`src/rtl/uart_rx_param.sv`:
```
// Parametrised UART receiver: oversampling baud-tick generator, two-flop RXD
// synchroniser, three-sample majority-vote bit sampler and frame FSM with
// configurable data width, parity mode and stop-bit count.
module uart_rx_param #(
  parameter int CLK_FREQ   = 125_000_000,
  parameter int BAUD_RATE  = 9600,
  parameter int OVERSAMPLE = 16,
  parameter int DATA_BITS  = 8,
  parameter int PARITY     = 0,
  parameter int STOP_BITS  = 1
) (
  input  logic                 CLK,
  input  logic                 RST,
  input  logic                 RXD,
  output logic [DATA_BITS-1:0] DATA_OUT,
  output logic                 DATA_VALID,
  output logic                 PARITY_ERR,
  output logic                 FRAME_ERR,
  output logic                 BUSY,
  output logic [2:0]           fsm_state
);

  localparam int DIV = CLK_FREQ / (BAUD_RATE * OVERSAMPLE);
  localparam int M   = OVERSAMPLE / 2;
  localparam int DW  = (DIV > 1) ? $clog2(DIV) : 1;
  localparam int OW  = $clog2(OVERSAMPLE);
  localparam int BW  = $clog2(DATA_BITS + 1);

  localparam logic [DW-1:0] DIV_LAST  = DW'(DIV - 1);
  localparam logic [OW-1:0] OS_LAST   = OW'(OVERSAMPLE - 1);
  localparam logic [OW-1:0] OS_S0     = OW'(M - 1);
  localparam logic [OW-1:0] OS_S1     = OW'(M);
  localparam logic [OW-1:0] OS_S2     = OW'(M + 1);
  localparam logic [BW-1:0] BITS_LAST = BW'(DATA_BITS - 1);

  generate
    if (DIV < 1) begin : g_div_check
      $error("uart_rx_param: CLK_FREQ / (BAUD_RATE * OVERSAMPLE) must be >= 1");
    end
    if ((OVERSAMPLE < 8) || ((OVERSAMPLE % 2) != 0)) begin : g_os_check
      $error("uart_rx_param: OVERSAMPLE must be even and >= 8");
    end
    if ((DATA_BITS < 5) || (DATA_BITS > 9)) begin : g_bits_check
      $error("uart_rx_param: DATA_BITS must be 5..9");
    end
    if ((PARITY < 0) || (PARITY > 2)) begin : g_par_check
      $error("uart_rx_param: PARITY must be 0, 1 or 2");
    end
    if ((STOP_BITS != 1) && (STOP_BITS != 2)) begin : g_stop_check
      $error("uart_rx_param: STOP_BITS must be 1 or 2");
    end
  endgenerate

  typedef enum logic [2:0] {
    S_IDLE   = 3'd0,
    S_START  = 3'd1,
    S_DATA   = 3'd2,
    S_PARITY = 3'd3,
    S_STOP   = 3'd4
  } state_t;

  // Expected parity bit for the received word (odd mode inverts the XOR).
  function automatic logic parity_expected(input logic [DATA_BITS-1:0] d);
    logic x;
    x = ^d;
    if (PARITY == 1) begin
      return ~x;
    end else begin
      return x;
    end
  endfunction

  // Two-of-three majority vote.
  function automatic logic majority3(input logic a, input logic b, input logic c);
    return (a & b) | (a & c) | (b & c);
  endfunction

  state_t                 state;
  state_t                 state_next;
  logic                   sync1;
  logic                   rxd_s;
  logic                   rxd_d;
  logic [DW-1:0]          div_cnt;
  logic                   tick;
  logic [OW-1:0]          os_cnt;
  logic [BW-1:0]          bit_cnt;
  logic [2:0]             samp;
  logic [DATA_BITS-1:0]   shreg;
  logic                   stop_cnt;
  logic                   par_bad;
  logic                   frm_bad;
  logic                   bit_end;
  logic                   mid_last;
  logic                   bit_val;
  logic                   stop_final;
  logic                   start_edge;
  logic                   data_last;
  logic                   stop_done;
  logic                   busy;

  // Two-flop synchroniser on the raw pin plus a delay flop for edge detection.
  always_ff @(posedge CLK) begin
    if (RST) begin
      sync1 <= 1'b1;
      rxd_s <= 1'b1;
      rxd_d <= 1'b1;
    end else begin
      sync1 <= RXD;
      rxd_s <= sync1;
      rxd_d <= rxd_s;
    end
  end

  // Free-running baud divider producing one oversample tick every DIV cycles.
  always_ff @(posedge CLK) begin
    if (RST) begin
      div_cnt <= {DW{1'b0}};
    end else if (div_cnt == DIV_LAST) begin
      div_cnt <= {DW{1'b0}};
    end else begin
      div_cnt <= div_cnt + DW'(1);
    end
  end

  // Tick strobes and the voted bit value; the third vote is taken live from
  // rxd_s on the M+1 tick so the final stop bit can conclude mid-bit.
  always_comb begin
    tick     = (div_cnt == DIV_LAST);
    bit_end  = tick && (os_cnt == OS_LAST);
    mid_last = tick && (os_cnt == OS_S2);
    if (os_cnt == OS_S2) begin
      bit_val = majority3(samp[0], samp[1], rxd_s);
    end else begin
      bit_val = majority3(samp[0], samp[1], samp[2]);
    end
    if (STOP_BITS == 2) begin
      stop_final = stop_cnt;
    end else begin
      stop_final = 1'b1;
    end
  end

  // FSM state register.
  always_ff @(posedge CLK) begin
    if (RST) begin
      state <= S_IDLE;
    end else begin
      state <= state_next;
    end
  end

  // FSM next-state logic.
  always_comb begin
    state_next = state;
    case (state)
      S_IDLE: begin
        if (start_edge) begin
          state_next = S_START;
        end else begin
          state_next = S_IDLE;
        end
      end
      S_START: begin
        if (bit_end) begin
          if (bit_val) begin
            state_next = S_IDLE;
          end else begin
            state_next = S_DATA;
          end
        end else begin
          state_next = S_START;
        end
      end
      S_DATA: begin
        if (data_last) begin
          if (PARITY != 0) begin
            state_next = S_PARITY;
          end else begin
            state_next = S_STOP;
          end
        end else begin
          state_next = S_DATA;
        end
      end
      S_PARITY: begin
        if (bit_end) begin
          state_next = S_STOP;
        end else begin
          state_next = S_PARITY;
        end
      end
      S_STOP: begin
        if (stop_done && stop_final) begin
          state_next = S_IDLE;
        end else begin
          state_next = S_STOP;
        end
      end
      default: begin
        state_next = S_IDLE;
      end
    endcase
  end

  // FSM output decode: busy flag and frame-event strobes for the datapath.
  always_comb begin
    busy       = (state != S_IDLE);
    start_edge = rxd_d & ~rxd_s;
    data_last  = bit_end && (bit_cnt == BITS_LAST);
    if (state == S_STOP) begin
      if (stop_final) begin
        stop_done = mid_last;
      end else begin
        stop_done = bit_end;
      end
    end else begin
      stop_done = 1'b0;
    end
  end

  // Receive datapath: bit timing, sampling, shift register, error flags and
  // registered outputs that only change when a frame completes.
  always_ff @(posedge CLK) begin
    if (RST) begin
      os_cnt     <= {OW{1'b0}};
      bit_cnt    <= {BW{1'b0}};
      samp       <= 3'b111;
      shreg      <= {DATA_BITS{1'b0}};
      stop_cnt   <= 1'b0;
      par_bad    <= 1'b0;
      frm_bad    <= 1'b0;
      DATA_OUT   <= {DATA_BITS{1'b0}};
      DATA_VALID <= 1'b0;
      PARITY_ERR <= 1'b0;
      FRAME_ERR  <= 1'b0;
    end else begin
      DATA_VALID <= 1'b0;

      if (state == S_IDLE) begin
        os_cnt  <= {OW{1'b0}};
        bit_cnt <= {BW{1'b0}};
        if (start_edge) begin
          stop_cnt <= 1'b0;
          par_bad  <= 1'b0;
          frm_bad  <= 1'b0;
        end
      end else if (tick) begin
        if (os_cnt == OS_LAST) begin
          os_cnt <= {OW{1'b0}};
        end else begin
          os_cnt <= os_cnt + OW'(1);
        end
        if (os_cnt == OS_S0) begin
          samp[0] <= rxd_s;
        end
        if (os_cnt == OS_S1) begin
          samp[1] <= rxd_s;
        end
        if (os_cnt == OS_S2) begin
          samp[2] <= rxd_s;
        end
      end

      if ((state == S_DATA) && bit_end) begin
        shreg   <= {bit_val, shreg[DATA_BITS-1:1]};
        bit_cnt <= bit_cnt + BW'(1);
      end

      if ((state == S_PARITY) && bit_end) begin
        par_bad <= (bit_val != parity_expected(shreg));
      end

      if (stop_done) begin
        stop_cnt <= ~stop_cnt;
        frm_bad  <= frm_bad | ~bit_val;
        if (stop_final) begin
          DATA_VALID <= 1'b1;
          DATA_OUT   <= shreg;
          PARITY_ERR <= par_bad;
          FRAME_ERR  <= frm_bad | ~bit_val;
        end
      end
    end
  end

  assign BUSY      = busy;
  assign fsm_state = state;

endmodule

```
`config.mk`:
```
export PLATFORM = sky130hd
export DESIGN_NAME = uart_rx_param
export DESIGN_NICKNAME = d
export VERILOG_FILES = /design/src/rtl/uart_rx_param.sv
export SDC_FILE = /design/constraint.sdc
export NUM_CORES = 1
export LEC_CHECK = 0
export BUFFER_PORTS_ARGS = -buffer_cell sky130_fd_sc_hd__buf_4
export CAP_MARGIN = 20
export CORE_UTILIZATION = 55
export CTS_CLUSTER_SIZE = 14
export DETAILED_ROUTE_END_ITERATION = 10
export GPL_ROUTABILITY_DRIVEN = 0
export PLACE_DENSITY_LB_ADDON = 0.3
export SYNTH_ARGS = -nofsm -noshare
export SYNTH_HDL_FRONTEND = slang
export SYNTH_SLANG_ARGS = --single-unit
```
`constraint.sdc`:
```
create_clock -name CLK -period 5.7 [get_ports CLK]
set_input_delay 0.57 -clock CLK [delete_from_list [all_inputs] [get_ports CLK]]
set_output_delay 0.57 -clock CLK [all_outputs]
set_load 0.01 [all_outputs]
```
== After elaboration in Yosys (flattened, before gate mapping) ==
Cells that the tools add are included.

* Register bits after elaboration: 48
* Logic and storage cells: 84

* $add $sub $neg: 3
* Equal/unequal tests: 11
* Mux-type cells: 19
* Bitwise operators: 14
* Reductions and logical operators: 20

{| class="wikitable"
|+ Operator list
! kind !! count
|-
| 3-bit one-hot mux with 5 select lines || 1
|-
| 4-bit == test, second input constant || 3
|-
| 3-bit two-way mux || 4
|-
| 4-bit two-way mux || 3
|-
| 10-bit by 1-bit adder with 10-bit output, second input constant || 1
|-
| 10-bit == test, second input constant || 1
|-
| 1-bit two-way mux || 10
|-
| 2-bit nonzero test || 5
|-
| 3-bit AND reduction || 3
|-
| 4-bit by 1-bit adder with 4-bit output, second input constant || 2
|-
| 4-bit by 3-bit == test with 1-bit output, second input constant || 2
|-
| 8-bit parity || 1
|-
| 1-bit AND || 6
|-
| 3-bit by 2-bit == test with 1-bit output, second input constant || 2
|-
| 1-bit logical AND || 5
|-
| 1-bit OR || 5
|-
| 2-bit AND reduction || 2
|-
| 2-bit OR reduction || 2
|-
| 3-bit by 1-bit == test with 1-bit output, second input constant || 1
|-
| 3-bit == test, second input constant || 1
|-
| 3-bit zero test || 1
|-
| 1-bit inverter || 3
|-
| 3-bit nonzero test || 1
|-
| 2-bit two-way mux || 1
|-
| 1-bit != test || 1
|}

== Longest topological paths before layout ==
* Word-level depth: 7
* Depth in mapped cells: 9

== Worst setup path before layout ==
Ideal clock, no wire load.

* Path type: reg-to-reg
* Start: reg os_cnt[1]
* End: reg state[1], in the netlist fsm_state[1]
* Arrival: 2024 ps
* Setup slack: 3607 ps
* Stages on the path, launching flop included: 8
* Path buffers: 0
* Period minus slack after synthesis: 2093 ps
* Cell sequence: dfxtp_1 -> inv_1 -> ha_1 -> and3b_4 -> mux2_4 -> maj3_2 -> or4b_1 -> a21oi_1

* Cells in the longest elaborated chain, start to end: 5

{| class="wikitable"
|+ RTL lines
! item !! line !! source
|-
| start: declaration || 85 || <nowiki>logic [OW-1:0] os_cnt;</nowiki>
|-
| start signal: assignment || 225 || <nowiki>os_cnt <= {OW{1'b0}};</nowiki>
|-
| start signal: assignment || 240 || <nowiki>os_cnt <= {OW{1'b0}};</nowiki>
|-
| start signal: assignment || 249 || <nowiki>os_cnt <= {OW{1'b0}};</nowiki>
|-
| 4-bit == test (on tied branches) || 131, 129 ||
|-
| 1-bit two-way mux or 1-bit logical AND (tied branches) || 131, 129 ||
|-
| 2-bit two-way mux or 1-bit logical AND (tied branches) || 165, 209 ||
|-
| 3-bit two-way mux (on tied branches) || 164, 175 ||
|-
| 3-bit one-hot mux with 5 select lines * || 155 || <nowiki>case (state)</nowiki>
|-
| end signal: assignment || 148 || <nowiki>state <= state_next;</nowiki>
|-
| end: declaration || 78 || <nowiki>state_t state;</nowiki>
|}

Every way passes the cells marked *; elsewhere a longest branch is shown, timed or not.
A chain may end at the register's enable or synchronous reset.

== Final worst setup path ==
* Start: reg div_cnt[0]
* End: reg bit_cnt[2]

* Cells in the longest elaborated chain, start to end: 4

{| class="wikitable"
|+ RTL lines
! item !! line !! source
|-
| start: declaration || 83 || <nowiki>logic [DW-1:0] div_cnt;</nowiki>
|-
| start signal: assignment || 117 || <nowiki>div_cnt <= {DW{1'b0}};</nowiki>
|-
| start signal: assignment || 119 || <nowiki>div_cnt <= {DW{1'b0}};</nowiki>
|-
| start signal: assignment || 121 || <nowiki>div_cnt <= div_cnt + DW'(1);</nowiki>
|-
| 10-bit == test * || 128 || <nowiki>tick = (div_cnt == DIV_LAST);</nowiki>
|-
| 1-bit logical AND * || 129 || <nowiki>bit_end = tick && (os_cnt == OS_LAST);</nowiki>
|-
| 1-bit logical AND * || 264 || <nowiki>if ((state == S_DATA) && bit_end) begin</nowiki>
|-
| 4-bit two-way mux or 2-bit nonzero test (tied branches) || - ||
|-
| end signal: assignment || 226 || <nowiki>bit_cnt <= {BW{1'b0}};</nowiki>
|-
| end signal: assignment || 241 || <nowiki>bit_cnt <= {BW{1'b0}};</nowiki>
|-
| end signal: assignment || 266 || <nowiki>bit_cnt <= bit_cnt + BW'(1);</nowiki>
|-
| end: declaration || 86 || <nowiki>logic [BW-1:0] bit_cnt;</nowiki>
|}

Marks and branches as above.

==> results.json <==
{
  "grt_overflow_total": 0,
  "hold_end": "rxd_s$_SDFF_PP1_",
  "hp-class": "register to register",
  "cts_root_buffer": "clkbuf_8",
  "synth_ff_type": "dfxtp_1",
  "drtIter0Drc": 86,
  "path_class": "register to register",
  "synth_edf_count": 0,
  "finalMaxSlewViolations": 0,
  "maxCapViolations": 0,
  "synth_top_area_share_pct": 45.7,
  "ys_async_sr_fraction_pct": 0,
  "synth_compound_area_share_pct": 7.13,
  "grt_pass1_vias": 1376,
  "cts.sinks": 48,
  "rr_endpoint": "bit_cnt[2]$_SDFFE_PP0P_",
  "ys_seq_area_share_pct": 45.7,
  "via_per_inst": 5.35,
  "synth_seq_cells": 48,
  "synth_top_cell_by_area": "dfxtp_1",
  "timing.setup.tns_ps": 0,
  "worstSetupStartpointType": "register",
  "dieArea_mm2": 0.00408,
  "synthMuxAreaShare_pct": 7.43,
  "pwr_density_cell_mw_per_mm2": 254,
  "fin_util_pct": 64.4,
  "grt_max_degree": 36,
  "synth_top_family_by_area": "simple AND/OR/NAND/NOR gates",
  "cts.htree.levels": 2,
  "totalPowerFinal_uw": 599,
  "fillerInstances": 322,
  "numCtsBuffers": 5,
  "chipWidth_um": 63.9,
  "grt_use_total_pct": 20.3,
  "hpwl_um": 2480,
  "fp.dieH_um": 63.9,
  "synth.distinct_cells": 40,
  "initial_utilization_pct": 57.5,
  "synth_area_leaders": "dfxtp_1 46%, mux2i_1 6.2%, nor2_1 4.6%",
  "setup_viol": 0,
  "diodes": 0,
  "yosysMostFrequentCell": "dfxtp_1",
  "outcome": "finished, final reports clean",
  "arrival_ps": 2630,
  "drive_gt1_share_pct": 13.4,
  "drt_pass1_iterations": 4,
  "cts_hold_buf": 0,
  "wl_um": 3690,
  "hp-start": "sync1$_SDFF_PP1_",
  "regToRegSetupSlack_ps": 3280,
  "setup.worst_path.end_class": "register",
  "fmax_mhz": 414,
  "grt_pass1_wl_um": 6360,
  "synth_xor_area_share_pct": 7.49,
  "core_area_mm2": 0.00366,
  "avgSynthCellArea_um2": 9.07,
  "avgRoutedWirePerCell_um": 12.5,
  "yosys.area_share.simple_pct": 24.9,
  "clk_path_buf_depth": 2,
  "numPlacedInstances": 286,
  "skew_ps": 7.62,
  "crit_required_ps": 5920,
  "p_leak_uw": 0.000867,
  "cts-resized-gates": 0,
  "vdd_drop_max_mv": 0.221,
  "io_buffers": 17,
  "slew_headroom_pct": 58.3,
  "ant_nets": 0,
  "yosysWarnings": 0,
  "post_cts_buffers": 0,
  "dp_slack_ps": 3330,
  "netlist_area_mm2": 0.00210,
  "rows": 22,
  "cts_tree": "yes",
  "setup_slack_ps": 3280,
  "area_growth_syn_to_layout_pct": 12.0,
  "vias": 1574,
  "min_period_ps": 2420,
  "netlist_top_cells_count": "48 x dfxtp_1, 26 x nor2_1, 24 x nand2_1, 17 x a21oi_1, 13 x mux2i_1",
  "ioPinCount": 18,
  "nets": 254,
  "syn-num-nets": 241,
  "hold_depth": 1,
  "rsz0062_at_grt": "no",
  "clkLatencyLatePin_ps": 300,
  "reg2reg_from": "div_cnt[0]$_SDFF_PP0_",
  "syn_inst": 232,
  "final_cells": 294,
  "reg2reg_depth": 7,
  "worstMarginPinSlew_ps": 626,
  "fin_crit_sh_pct": 42.4,
  "drcViolationCount": 0,
  "antenna_found_initial": 0,
  "critPathMaxFanout": 11,
  "hold_viol": 0,
  "synth_adder_area_share_pct": 4.10,
  "path_clk_slew_ps": 90
}
metal layers:
layer  track usage, %  share of wire [%]
met1             25.6                 50
met3             5.89                3.8
met2             31.8                 45
met4             9.38                1.8
met5                0                  0
per-stage QoR:
stage                     hold WS (ps)  instance area [µm²]
after floorplan                    389                 2100
after global routing               436                 2360
after detailed placement           399                 2250
after CTS                          421                 2360
final                              417                 2360
after global placement             391                 2250
report_power, final:
part	switching (µW)	total [µW]	internal (µW)
clock	111	241	130
sequential	3.50	341	338
combinational	10.2	16.8	6.60
total	124	599	475
how the worst max path moves through the flow:
stage	from	end	slack [ps]	cells past startpoint
floorplan	os_cnt[1]$_SDFFE_PP0N_	fsm_state[1]$_SDFF_PP0_	3610	7
global placement	div_cnt[0]$_SDFF_PP0_	bit_cnt[2]$_SDFFE_PP0P_	3440	7
detailed placement	div_cnt[0]$_SDFF_PP0_	bit_cnt[2]$_SDFFE_PP0P_	3330	7
CTS	div_cnt[0]$_SDFF_PP0_	bit_cnt[2]$_SDFFE_PP0P_	3290	7
global route	div_cnt[0]$_SDFF_PP0_	bit_cnt[2]$_SDFFE_PP0P_	3120	7
finish	div_cnt[0]$_SDFF_PP0_	bit_cnt[2]$_SDFFE_PP0P_	3280	7
registers in the layout (all words and copies together), names as in the netlist:
signal	cells
frm_bad	1
samp	3
DATA_OUT	8
sync1	1
FRAME_ERR	1
bit_cnt	4
DATA_VALID	1
os_cnt	4
rxd_d	1
fsm_state	3
par_bad	1
rxd_s	1
shreg	8
PARITY_ERR	1
div_cnt	10
cell families after synthesis:
group	after synthesis
muxes	15
buffers and inverters	18
and+or+nand+nor	99
adders and majority gates	7
DFF	48
xor gates and xnor gates	18
AOI/OAI and AO/OA	27
cell type report:
class                           count  area (µm²)  area share [%]
Timing Repair Buffer               17         128            5.42
Clock buffer                        6        72.6            3.08
Sequential cell                    48         961            40.8
Clock inverter                      2        35.0            1.49
Inverter                            7        26.3            1.12
Tap cell                           48        60.1            2.55
Multi-Input combinational cell    166        1070            45.6
critical path, cell delays in order (launching register included):
cell and delay (ps):
dfxtp_1 360, inv_1 70, ha_1 130, and4b_1 200, and3_1 390, nand4_1 480, mux2_2 440, a211oi_1 250
cell usage in the layout (no fill, tap or decap), drive strengths merged, types with 2 or more instances in the layout:
master	synthesis	routed
and4	3	3
and3	3	3
nor2	26	26
mux2i	13	13
buf	2	17
ha	6	6
nand2b	7	7
or2	4	4
mux2	2	2
o21ai	4	4
or4	2	2
and3b	2	2
nor2b	3	3
xor2	9	9
clkbuf	9	6
xnor2	9	9
dfxtp	48	48
a21oi	17	17
nor3b	2	2
a31oi	2	2
nand2	24	24
inv	7	7
nand3	8	8
nand4	7	7
(Power assumes the default switching activity.)
